--- src/rtl/execute_stage_pkg.sv ---
// rtl/execute_stage_pkg.sv - shared opcodes, multiplier FSM states and constants for the EX stage
package ex_pkg;

  localparam logic [3:0] ALU_ADD   = 4'd0;
  localparam logic [3:0] ALU_SUB   = 4'd1;
  localparam logic [3:0] ALU_AND   = 4'd2;
  localparam logic [3:0] ALU_OR    = 4'd3;
  localparam logic [3:0] ALU_XOR   = 4'd4;
  localparam logic [3:0] ALU_NOR   = 4'd5;
  localparam logic [3:0] ALU_SLL   = 4'd6;
  localparam logic [3:0] ALU_SRL   = 4'd7;
  localparam logic [3:0] ALU_SRA   = 4'd8;
  localparam logic [3:0] ALU_SLT   = 4'd9;
  localparam logic [3:0] ALU_MUL   = 4'd10;
  localparam logic [3:0] ALU_MFHI  = 4'd11;
  localparam logic [3:0] ALU_PASSB = 4'd12;

  typedef enum logic [1:0] {
    ST_IDLE = 2'd0,
    ST_BUSY = 2'd1,
    ST_DONE = 2'd2
  } mul_state_t;

  localparam int MUL_ITER = 16;

endpackage

--- src/rtl/execute_stage_if.sv ---
// rtl/execute_stage_if.sv - decode-to-EX inputs and EX-to-memory outputs of the execute stage
interface execute_stage_if #(
  parameter int WIDTH = 16,
  parameter int RA_W  = 3
);
  logic             valid_in;
  logic [3:0]       alu_op;
  logic [WIDTH-1:0] op_a;
  logic [WIDTH-1:0] op_b;
  logic [WIDTH-1:0] store_data_in;
  logic             mem_en_in;
  logic             mem_rw_in;
  logic             mem_mux_sel_in;
  logic             reg_wr_in;
  logic [RA_W-1:0]  rd_in;

  logic             stall_out;
  logic [WIDTH-1:0] ans_ex;
  logic [WIDTH-1:0] DM_data;
  logic             mem_en_ex;
  logic             mem_rw_ex;
  logic             mem_mux_sel_dm;
  logic             reg_wr_ex;
  logic [RA_W-1:0]  rd_ex;
  logic             zero_ex;
  logic             carry_ex;
  logic             ovf_ex;

  modport master (
    output valid_in, alu_op, op_a, op_b, store_data_in,
           mem_en_in, mem_rw_in, mem_mux_sel_in, reg_wr_in, rd_in,
    input  stall_out, ans_ex, DM_data, mem_en_ex, mem_rw_ex,
           mem_mux_sel_dm, reg_wr_ex, rd_ex, zero_ex, carry_ex, ovf_ex
  );

  modport slave (
    input  valid_in, alu_op, op_a, op_b, store_data_in,
           mem_en_in, mem_rw_in, mem_mux_sel_in, reg_wr_in, rd_in,
    output stall_out, ans_ex, DM_data, mem_en_ex, mem_rw_ex,
           mem_mux_sel_dm, reg_wr_ex, rd_ex, zero_ex, carry_ex, ovf_ex
  );
endinterface

--- src/rtl/execute_stage_iter_mult.sv ---
// rtl/execute_stage_iter_mult.sv - iterative shift-add unsigned multiplier, one bit per cycle
module iter_mult #(
  parameter int WIDTH = 16
) (
  input  logic               clk,
  input  logic               reset,
  input  logic               i_start,
  input  logic [WIDTH-1:0]   i_mcand,
  input  logic [WIDTH-1:0]   i_mult,
  output logic               o_busy,
  output logic               o_done,
  output logic [2*WIDTH-1:0] o_product
);
  import ex_pkg::*;

  localparam int CNT_W = $clog2(MUL_ITER);

  mul_state_t         r_state;
  mul_state_t         w_next;
  logic [2*WIDTH-1:0] r_mcand;
  logic [2*WIDTH-1:0] r_acc;
  logic [WIDTH-1:0]   r_mult;
  logic [CNT_W-1:0]   r_count;
  logic               w_last;

  assign w_last    = (r_count == CNT_W'(MUL_ITER - 1));
  assign o_product = r_acc;

  always_ff @(posedge clk) begin
    if (reset) begin
      r_state <= ST_IDLE;
    end else begin
      r_state <= w_next;
    end
  end

  always_comb begin
    w_next = r_state;
    o_busy = 1'b0;
    o_done = 1'b0;
    case (r_state)
      ST_IDLE: if (i_start) w_next = ST_BUSY;
      ST_BUSY: begin
        o_busy = 1'b1;
        if (w_last) w_next = ST_DONE;
      end
      ST_DONE: begin
        o_done = 1'b1;
        w_next = ST_IDLE;
      end
      default: w_next = ST_IDLE;
    endcase
  end

  // Operands are captured only on the accept edge, so later input changes are ignored.
  always_ff @(posedge clk) begin
    if (reset) begin
      r_mcand <= '0;
      r_acc   <= '0;
      r_mult  <= '0;
      r_count <= '0;
    end else if (r_state == ST_IDLE && i_start) begin
      r_mcand <= {{WIDTH{1'b0}}, i_mcand};
      r_acc   <= '0;
      r_mult  <= i_mult;
      r_count <= '0;
    end else if (r_state == ST_BUSY) begin
      if (r_mult[0]) r_acc <= r_acc + r_mcand;
      r_mcand <= r_mcand << 1;
      r_mult  <= r_mult >> 1;
      r_count <= r_count + 1'b1;
    end
  end

endmodule

--- src/rtl/execute_stage.sv ---
// rtl/execute_stage.sv - EX stage: single-cycle ALU, iterative multiply with HI register, registered outputs
module execute_stage #(
  parameter int WIDTH = 16,
  parameter int RA_W  = 3
) (
  input  logic          clk,
  input  logic          reset,
  execute_stage_if.slave bus
);
  import ex_pkg::*;

  logic [WIDTH-1:0]   w_a;
  logic [WIDTH-1:0]   w_b;
  logic [3:0]         w_sh;
  logic [WIDTH:0]     w_sum;
  logic [WIDTH:0]     w_diff;
  logic [WIDTH-1:0]   w_res;
  logic               w_carry;
  logic               w_ovf;
  logic               w_mul_req;
  logic               w_mul_busy;
  logic               w_mul_done;
  logic               w_idle;
  logic [2*WIDTH-1:0] w_product;

  logic [WIDTH-1:0]   r_hi;
  logic [WIDTH-1:0]   r_ans;
  logic [WIDTH-1:0]   r_dm;
  logic               r_mem_en;
  logic               r_mem_rw;
  logic               r_mux;
  logic               r_reg_wr;
  logic [RA_W-1:0]    r_rd;
  logic               r_zero;
  logic               r_carry;
  logic               r_ovf;

  assign w_a       = bus.op_a;
  assign w_b       = bus.op_b;
  assign w_sh      = w_b[3:0];
  assign w_sum     = {1'b0, w_a} + {1'b0, w_b};
  assign w_diff    = {1'b0, w_a} - {1'b0, w_b};
  assign w_mul_req = bus.valid_in && (bus.alu_op == ALU_MUL);
  assign w_idle    = !w_mul_busy && !w_mul_done;

  assign bus.stall_out = (w_idle && w_mul_req) || w_mul_busy;

  iter_mult #(.WIDTH(WIDTH)) u_mult (
    .clk       (clk),
    .reset     (reset),
    .i_start   (w_mul_req),
    .i_mcand   (w_a),
    .i_mult    (w_b),
    .o_busy    (w_mul_busy),
    .o_done    (w_mul_done),
    .o_product (w_product)
  );

  // w_diff[WIDTH] is the borrow, so carry for SUB is its complement.
  always_comb begin
    w_res   = w_b;
    w_carry = 1'b0;
    w_ovf   = 1'b0;
    case (bus.alu_op)
      ALU_ADD: begin
        w_res   = w_sum[WIDTH-1:0];
        w_carry = w_sum[WIDTH];
        w_ovf   = (w_a[WIDTH-1] == w_b[WIDTH-1]) && (w_res[WIDTH-1] != w_a[WIDTH-1]);
      end
      ALU_SUB: begin
        w_res   = w_diff[WIDTH-1:0];
        w_carry = !w_diff[WIDTH];
        w_ovf   = (w_a[WIDTH-1] != w_b[WIDTH-1]) && (w_res[WIDTH-1] != w_a[WIDTH-1]);
      end
      ALU_AND:  w_res = w_a & w_b;
      ALU_OR:   w_res = w_a | w_b;
      ALU_XOR:  w_res = w_a ^ w_b;
      ALU_NOR:  w_res = ~(w_a | w_b);
      ALU_SLL:  w_res = w_a << w_sh;
      ALU_SRL:  w_res = w_a >> w_sh;
      ALU_SRA:  w_res = $unsigned($signed(w_a) >>> w_sh);
      ALU_SLT:  w_res = {{(WIDTH-1){1'b0}}, ($signed(w_a) < $signed(w_b))};
      ALU_MFHI: w_res = r_hi;
      default:  w_res = w_b;
    endcase
  end

  always_ff @(posedge clk) begin
    if (reset) begin
      r_hi     <= '0;
      r_ans    <= '0;
      r_dm     <= '0;
      r_mem_en <= 1'b0;
      r_mem_rw <= 1'b0;
      r_mux    <= 1'b0;
      r_reg_wr <= 1'b0;
      r_rd     <= '0;
      r_zero   <= 1'b0;
      r_carry  <= 1'b0;
      r_ovf    <= 1'b0;
    end else if (w_mul_done) begin
      r_hi     <= w_product[2*WIDTH-1:WIDTH];
      r_ans    <= w_product[WIDTH-1:0];
      r_dm     <= bus.store_data_in;
      r_mem_en <= bus.mem_en_in;
      r_mem_rw <= bus.mem_rw_in;
      r_mux    <= bus.mem_mux_sel_in;
      r_reg_wr <= bus.reg_wr_in;
      r_rd     <= bus.rd_in;
      r_zero   <= (w_product[WIDTH-1:0] == '0);
      r_carry  <= 1'b0;
      r_ovf    <= 1'b0;
    end else if (w_idle && bus.valid_in && !w_mul_req) begin
      r_ans    <= w_res;
      r_dm     <= bus.store_data_in;
      r_mem_en <= bus.mem_en_in;
      r_mem_rw <= bus.mem_rw_in;
      r_mux    <= bus.mem_mux_sel_in;
      r_reg_wr <= bus.reg_wr_in;
      r_rd     <= bus.rd_in;
      r_zero   <= (w_res == '0);
      r_carry  <= w_carry;
      r_ovf    <= w_ovf;
    end else begin
      r_ans    <= '0;
      r_dm     <= '0;
      r_mem_en <= 1'b0;
      r_mem_rw <= 1'b0;
      r_mux    <= 1'b0;
      r_reg_wr <= 1'b0;
      r_rd     <= '0;
      r_zero   <= 1'b0;
      r_carry  <= 1'b0;
      r_ovf    <= 1'b0;
    end
  end

  assign bus.ans_ex         = r_ans;
  assign bus.DM_data        = r_dm;
  assign bus.mem_en_ex      = r_mem_en;
  assign bus.mem_rw_ex      = r_mem_rw;
  assign bus.mem_mux_sel_dm = r_mux;
  assign bus.reg_wr_ex      = r_reg_wr;
  assign bus.rd_ex          = r_rd;
  assign bus.zero_ex        = r_zero;
  assign bus.carry_ex       = r_carry;
  assign bus.ovf_ex         = r_ovf;

endmodule

--- src/flat_wrapper.sv ---
// flat-port wrapper written by rule: the top's interface ports become plain ports
module execute_stage_flat import ex_pkg::*;
#(
  parameter int WIDTH = 16,
  parameter int RA_W  = 3
)
  (clk, reset, bus_valid_in, bus_alu_op, bus_op_a, bus_op_b, bus_store_data_in, bus_mem_en_in, bus_mem_rw_in, bus_mem_mux_sel_in, bus_reg_wr_in, bus_rd_in, bus_stall_out, bus_ans_ex, bus_DM_data, bus_mem_en_ex, bus_mem_rw_ex, bus_mem_mux_sel_dm, bus_reg_wr_ex, bus_rd_ex, bus_zero_ex, bus_carry_ex, bus_ovf_ex);
  execute_stage_if #(.WIDTH(WIDTH), .RA_W(RA_W)) bus_i ();
  input  logic clk;
  input  logic reset;
  input wire logic [$bits(bus_i.valid_in)-1:0] bus_valid_in;
  input wire logic [$bits(bus_i.alu_op)-1:0] bus_alu_op;
  input wire logic [$bits(bus_i.op_a)-1:0] bus_op_a;
  input wire logic [$bits(bus_i.op_b)-1:0] bus_op_b;
  input wire logic [$bits(bus_i.store_data_in)-1:0] bus_store_data_in;
  input wire logic [$bits(bus_i.mem_en_in)-1:0] bus_mem_en_in;
  input wire logic [$bits(bus_i.mem_rw_in)-1:0] bus_mem_rw_in;
  input wire logic [$bits(bus_i.mem_mux_sel_in)-1:0] bus_mem_mux_sel_in;
  input wire logic [$bits(bus_i.reg_wr_in)-1:0] bus_reg_wr_in;
  input wire logic [$bits(bus_i.rd_in)-1:0] bus_rd_in;
  output wire logic [$bits(bus_i.stall_out)-1:0] bus_stall_out;
  output wire logic [$bits(bus_i.ans_ex)-1:0] bus_ans_ex;
  output wire logic [$bits(bus_i.DM_data)-1:0] bus_DM_data;
  output wire logic [$bits(bus_i.mem_en_ex)-1:0] bus_mem_en_ex;
  output wire logic [$bits(bus_i.mem_rw_ex)-1:0] bus_mem_rw_ex;
  output wire logic [$bits(bus_i.mem_mux_sel_dm)-1:0] bus_mem_mux_sel_dm;
  output wire logic [$bits(bus_i.reg_wr_ex)-1:0] bus_reg_wr_ex;
  output wire logic [$bits(bus_i.rd_ex)-1:0] bus_rd_ex;
  output wire logic [$bits(bus_i.zero_ex)-1:0] bus_zero_ex;
  output wire logic [$bits(bus_i.carry_ex)-1:0] bus_carry_ex;
  output wire logic [$bits(bus_i.ovf_ex)-1:0] bus_ovf_ex;
  assign bus_i.valid_in = bus_valid_in;
  assign bus_i.alu_op = bus_alu_op;
  assign bus_i.op_a = bus_op_a;
  assign bus_i.op_b = bus_op_b;
  assign bus_i.store_data_in = bus_store_data_in;
  assign bus_i.mem_en_in = bus_mem_en_in;
  assign bus_i.mem_rw_in = bus_mem_rw_in;
  assign bus_i.mem_mux_sel_in = bus_mem_mux_sel_in;
  assign bus_i.reg_wr_in = bus_reg_wr_in;
  assign bus_i.rd_in = bus_rd_in;
  assign bus_stall_out = bus_i.stall_out;
  assign bus_ans_ex = bus_i.ans_ex;
  assign bus_DM_data = bus_i.DM_data;
  assign bus_mem_en_ex = bus_i.mem_en_ex;
  assign bus_mem_rw_ex = bus_i.mem_rw_ex;
  assign bus_mem_mux_sel_dm = bus_i.mem_mux_sel_dm;
  assign bus_reg_wr_ex = bus_i.reg_wr_ex;
  assign bus_rd_ex = bus_i.rd_ex;
  assign bus_zero_ex = bus_i.zero_ex;
  assign bus_carry_ex = bus_i.carry_ex;
  assign bus_ovf_ex = bus_i.ovf_ex;
  execute_stage #(.WIDTH(WIDTH), .RA_W(RA_W)) u_core (.clk(clk), .reset(reset), .bus(bus_i));
endmodule
--- config.mk ---
export PLATFORM = sky130hd
export DESIGN_NAME = execute_stage_flat
export DESIGN_NICKNAME = d
export VERILOG_FILES = /design/src/rtl/execute_stage_pkg.sv /design/src/rtl/execute_stage_if.sv /design/src/rtl/execute_stage_iter_mult.sv /design/src/rtl/execute_stage.sv /design/src/flat_wrapper.sv
export SDC_FILE = /design/constraint.sdc
export NUM_CORES = 1
export LEC_CHECK = 0
export CAP_MARGIN = 25
export CORE_ASPECT_RATIO = 1.5
export CORE_MARGIN = 2
export CORE_UTILIZATION = 45
export DETAILED_ROUTE_END_ITERATION = 8
export PLACE_DENSITY = 0.63
export SLEW_MARGIN = 30
export SYNTH_ARGS = -nofsm -noshare
export SYNTH_HDL_FRONTEND = slang
export SYNTH_SLANG_ARGS = --single-unit
--- constraint.sdc ---
create_clock -name clk -period 4.6 [get_ports clk]
set_input_delay 0.92 -clock clk [delete_from_list [all_inputs] [get_ports clk]]
set_output_delay 0.92 -clock clk [all_outputs]
set_load 0.005 [all_outputs]
==> reports/metrics.cfg <==
[setup_path]
crit_slowest_cell = clkdlybuf4s50_1
timing.critical_path.fanout_max = 14
start_kind = input port
slowest_delay_ns = 0.82
path_delay_family = compound AO/OA/AOI/OAI gates
arrival_ns = 4.74
reg2reg_slack_ns = 0.98
crit_buf_inv = 1
cp_cell_sequence = clkdlybuf4s50_1, nor2b_1, a31o_2, a222oi_1, nand4_1, a211oi_1, o221ai_1, and4bb_1, nand4_1, nor4_1, a41o_1
path_class = input port to register
worst-endpoint-required_ns = 4.97
critical_path.endpoint_type = register
endpoint = u_core.bus.zero_ex
r2r_end = u_core.u_mult.o_product[31]
r2r_cells = 11
crit_top_cell = nand4_1
cp.depth = 11
cp-startpoint = bus_alu_op[3]
timing.rr.start = u_core.u_mult.o_product[1]

[grt]
overflow = 0
grt_pass1_wl_um = 67400
track_usage_pct = 33.5
grt_max_degree = 63
grt_pass1_vias = 11525
antenna_found_initial = 0

[sta]
slew_viol_final = 0
period_share_pct = 95.0
holdWs_ns = 0.473
fmax_mhz = 229
fin_tns_setup_ns = 0
period_needed_ns = 4.37
rsz0062_at_grt = no
relSlewSlack_pct = 43.1
final_hold_viol_count = 0
setup_viol = 0
post-route-worst-setup-slack_ns = 0.228
worst_slew_pin_slew_ns = 0.848
fin_skew_ns = 0.00903

[finish]
layout_common_cells = 150 x nor2_1, 144 x dfxtp_1, 125 x nand2_1, 115 x buf_4, 102 x a21oi_1
finalNetCount = 1715
multi_input_area_mm2 = 0.00787
final_area_mm2 = 0.0140
n_fill_cell = 2343
n_antenna_cell = 0
final_core_util_pct = 56.0
area_growth_syn_to_layout_pct = 22.7
layout_commonest_cell = nor2_1
drive_gt1_share_pct = 13.5
seqCellArea_mm2 = 0.00288

[logic_synthesis]
async_flop_share_pct = 0
synth_edf_count = 0
ys_types = 79
ys.warnings.count = 0
synth_fp_nets = 1567
syn_inst = 1413
synth.yosys.seq_area_share_pct = 25.3
syn_area_mm2 = 0.0114
syn_avg_cell_area_um2 = 8.07
ys_seq_elements = 144
synthFlopType = dfxtp_1

[hold_path]
whs_path_depth = 2
hold_path.class = register to register

[clock_tree]
htreeDepth = 4
root_buffer = clkbuf_16
cts_buffers = 17
cts_resized = 0
ctsLongestPathBuffers = 2
cts_setup_buffers = 0
ctsHoldBuffers = 0
tritoncts = yes
cts.sinks = 144
clock_latency_ns = 0.42
clk_transition_reported_paths_ns = 0.06

[floorplan]
start_util_pct = 45.7
rows = 71
die_y_um = 199
die_area_mm2 = 0.0266
io_pins = 105
die_x_um = 134
core-area_mm2 = 0.0250

[routing]
via_per_inst = 6.12
wirelength_um = 44500
post-route-drc-count = 0
antenna_left = 0
drtIter0Drc = 1016
firstDrtPassIters = 5
vias = 11644
wire_per_inst_um = 23.4

[status]
status = finished, final reports clean

[placed_design]
gp_congestion = 1.07
placed_area_mm2 = 0.0134
io_buffer_count = 104
dp_hpwl_um = 35000
place_ws_ns = -0.0393

[run]
max_cap_viol_count = 0

[power]
p_leak_nw = 5.65
ir_worst_vdd_v = 0.000262
power_density_mw_per_mm2 = 253

-- cells by family (layout without fill, tap and decap cells) --
| family | count (synthesis) | after routing | synth area share [%] |
|---|---|---|---|
| AND/OR/NAND/NOR | 472 | 472 | 19.8 |
| multiplexers | 107 | 107 | 12.2 |
| flip-flops | 144 | 144 | 25.3 |
| buffers and inverters | 163 | 324 | 5.98 |
| AO/OA/AOI/OAI | 403 | 403 | 23.9 |
| XOR/XNOR | 32 | 32 | 2.46 |
| adder cells (fa/ha/maj) | 92 | 92 | 10.3 |
-- per-stage QoR --
step | power, mW | cells
4_1_cts | 3.56 | 1902
3_5_place_dp | 2.27 | 1870
5_1_grt | 3.69 | 1902
3_3_place_gp | 2.27 | 1870
2_1_floorplan | 1.83 | 1413
6_report | 3.54 | 1902
-- layer usage --
layer / GRT usage [%] / up-vias / wire, um
met5: 0 / - / 0
met4: 25.3 / 0 / 3860
met3: 4.28 / 167 / 2310
met2: 59.1 / 506 / 21700
met1: 36.4 / 5504 / 16600
li1: - / 5467 / -
-- worst min-delay path, delay by kind of cell, from the launching register on --
family	cells	cell delay (ns)
flip-flops	1	0.32
multiplexers	1	0.05
AND/OR/NAND/NOR	1	0.05
-- final cells by class --
cell class | count | area share, %
inverters | 66 | 1.77
repair buffers | 226 | 14.5
well taps | 328 | 2.93
clock inverters | 12 | 0.599
multi-input cells | 1106 | 56.2
flip-flops and latches | 144 | 20.6
clock buffers | 20 | 3.34
-- synthesized netlist by cell type, types with 23 or more instances --
cell      number  area (um^2)
o21ai_0       73          365
a211oi_1      47          353
mux2i_1       76          761
nor2_1       150          563
mux4_2        25          563
dfxtp_1      144         2880
ha_1          89         1110
clkbuf_1      62          233
and2_1        29          181
nand3_1       29          145
inv_1         62          233
nor3_1        29          145
nand2_1      126          473
a21o_1        23          173
a21oi_1      102          510
-- power breakdown --
group	switching [mW]	leakage, nW	internal (mW)
registers	0.0182	1.17	1.29
clock network	0.552	0.261	0.732
logic	0.537	4.22	0.420
-- state kept, by name, summed over array words and instances (netlist names), 2 cells and up --
name                     cells
u_core.bus.DM_data          16
u_core.bus.ans_ex           16
u_core.bus.rd_ex             3
u_core.r_hi                 16
u_core.u_mult.o_product     32
u_core.u_mult.r_count        4
u_core.u_mult.r_mcand       32
u_core.u_mult.r_mult        16
u_core.u_mult.r_state        2
-- how the worst min path moves through the flow --
stage | start | to
5_1_grt | u_core.u_mult.o_product[17] | u_core.u_mult.o_product[17]
4_1_cts | u_core.u_mult.o_product[31] | u_core.u_mult.o_product[31]
6_report | u_core.u_mult.o_product[31] | u_core.u_mult.o_product[31]
2_1_floorplan | u_core.u_mult.o_product[31] | u_core.u_mult.o_product[31]
3_3_place_gp | u_core.u_mult.o_product[31] | u_core.u_mult.o_product[31]
3_5_place_dp | u_core.u_mult.o_product[31] | u_core.u_mult.o_product[31]
(Power assumes the default switching activity.)
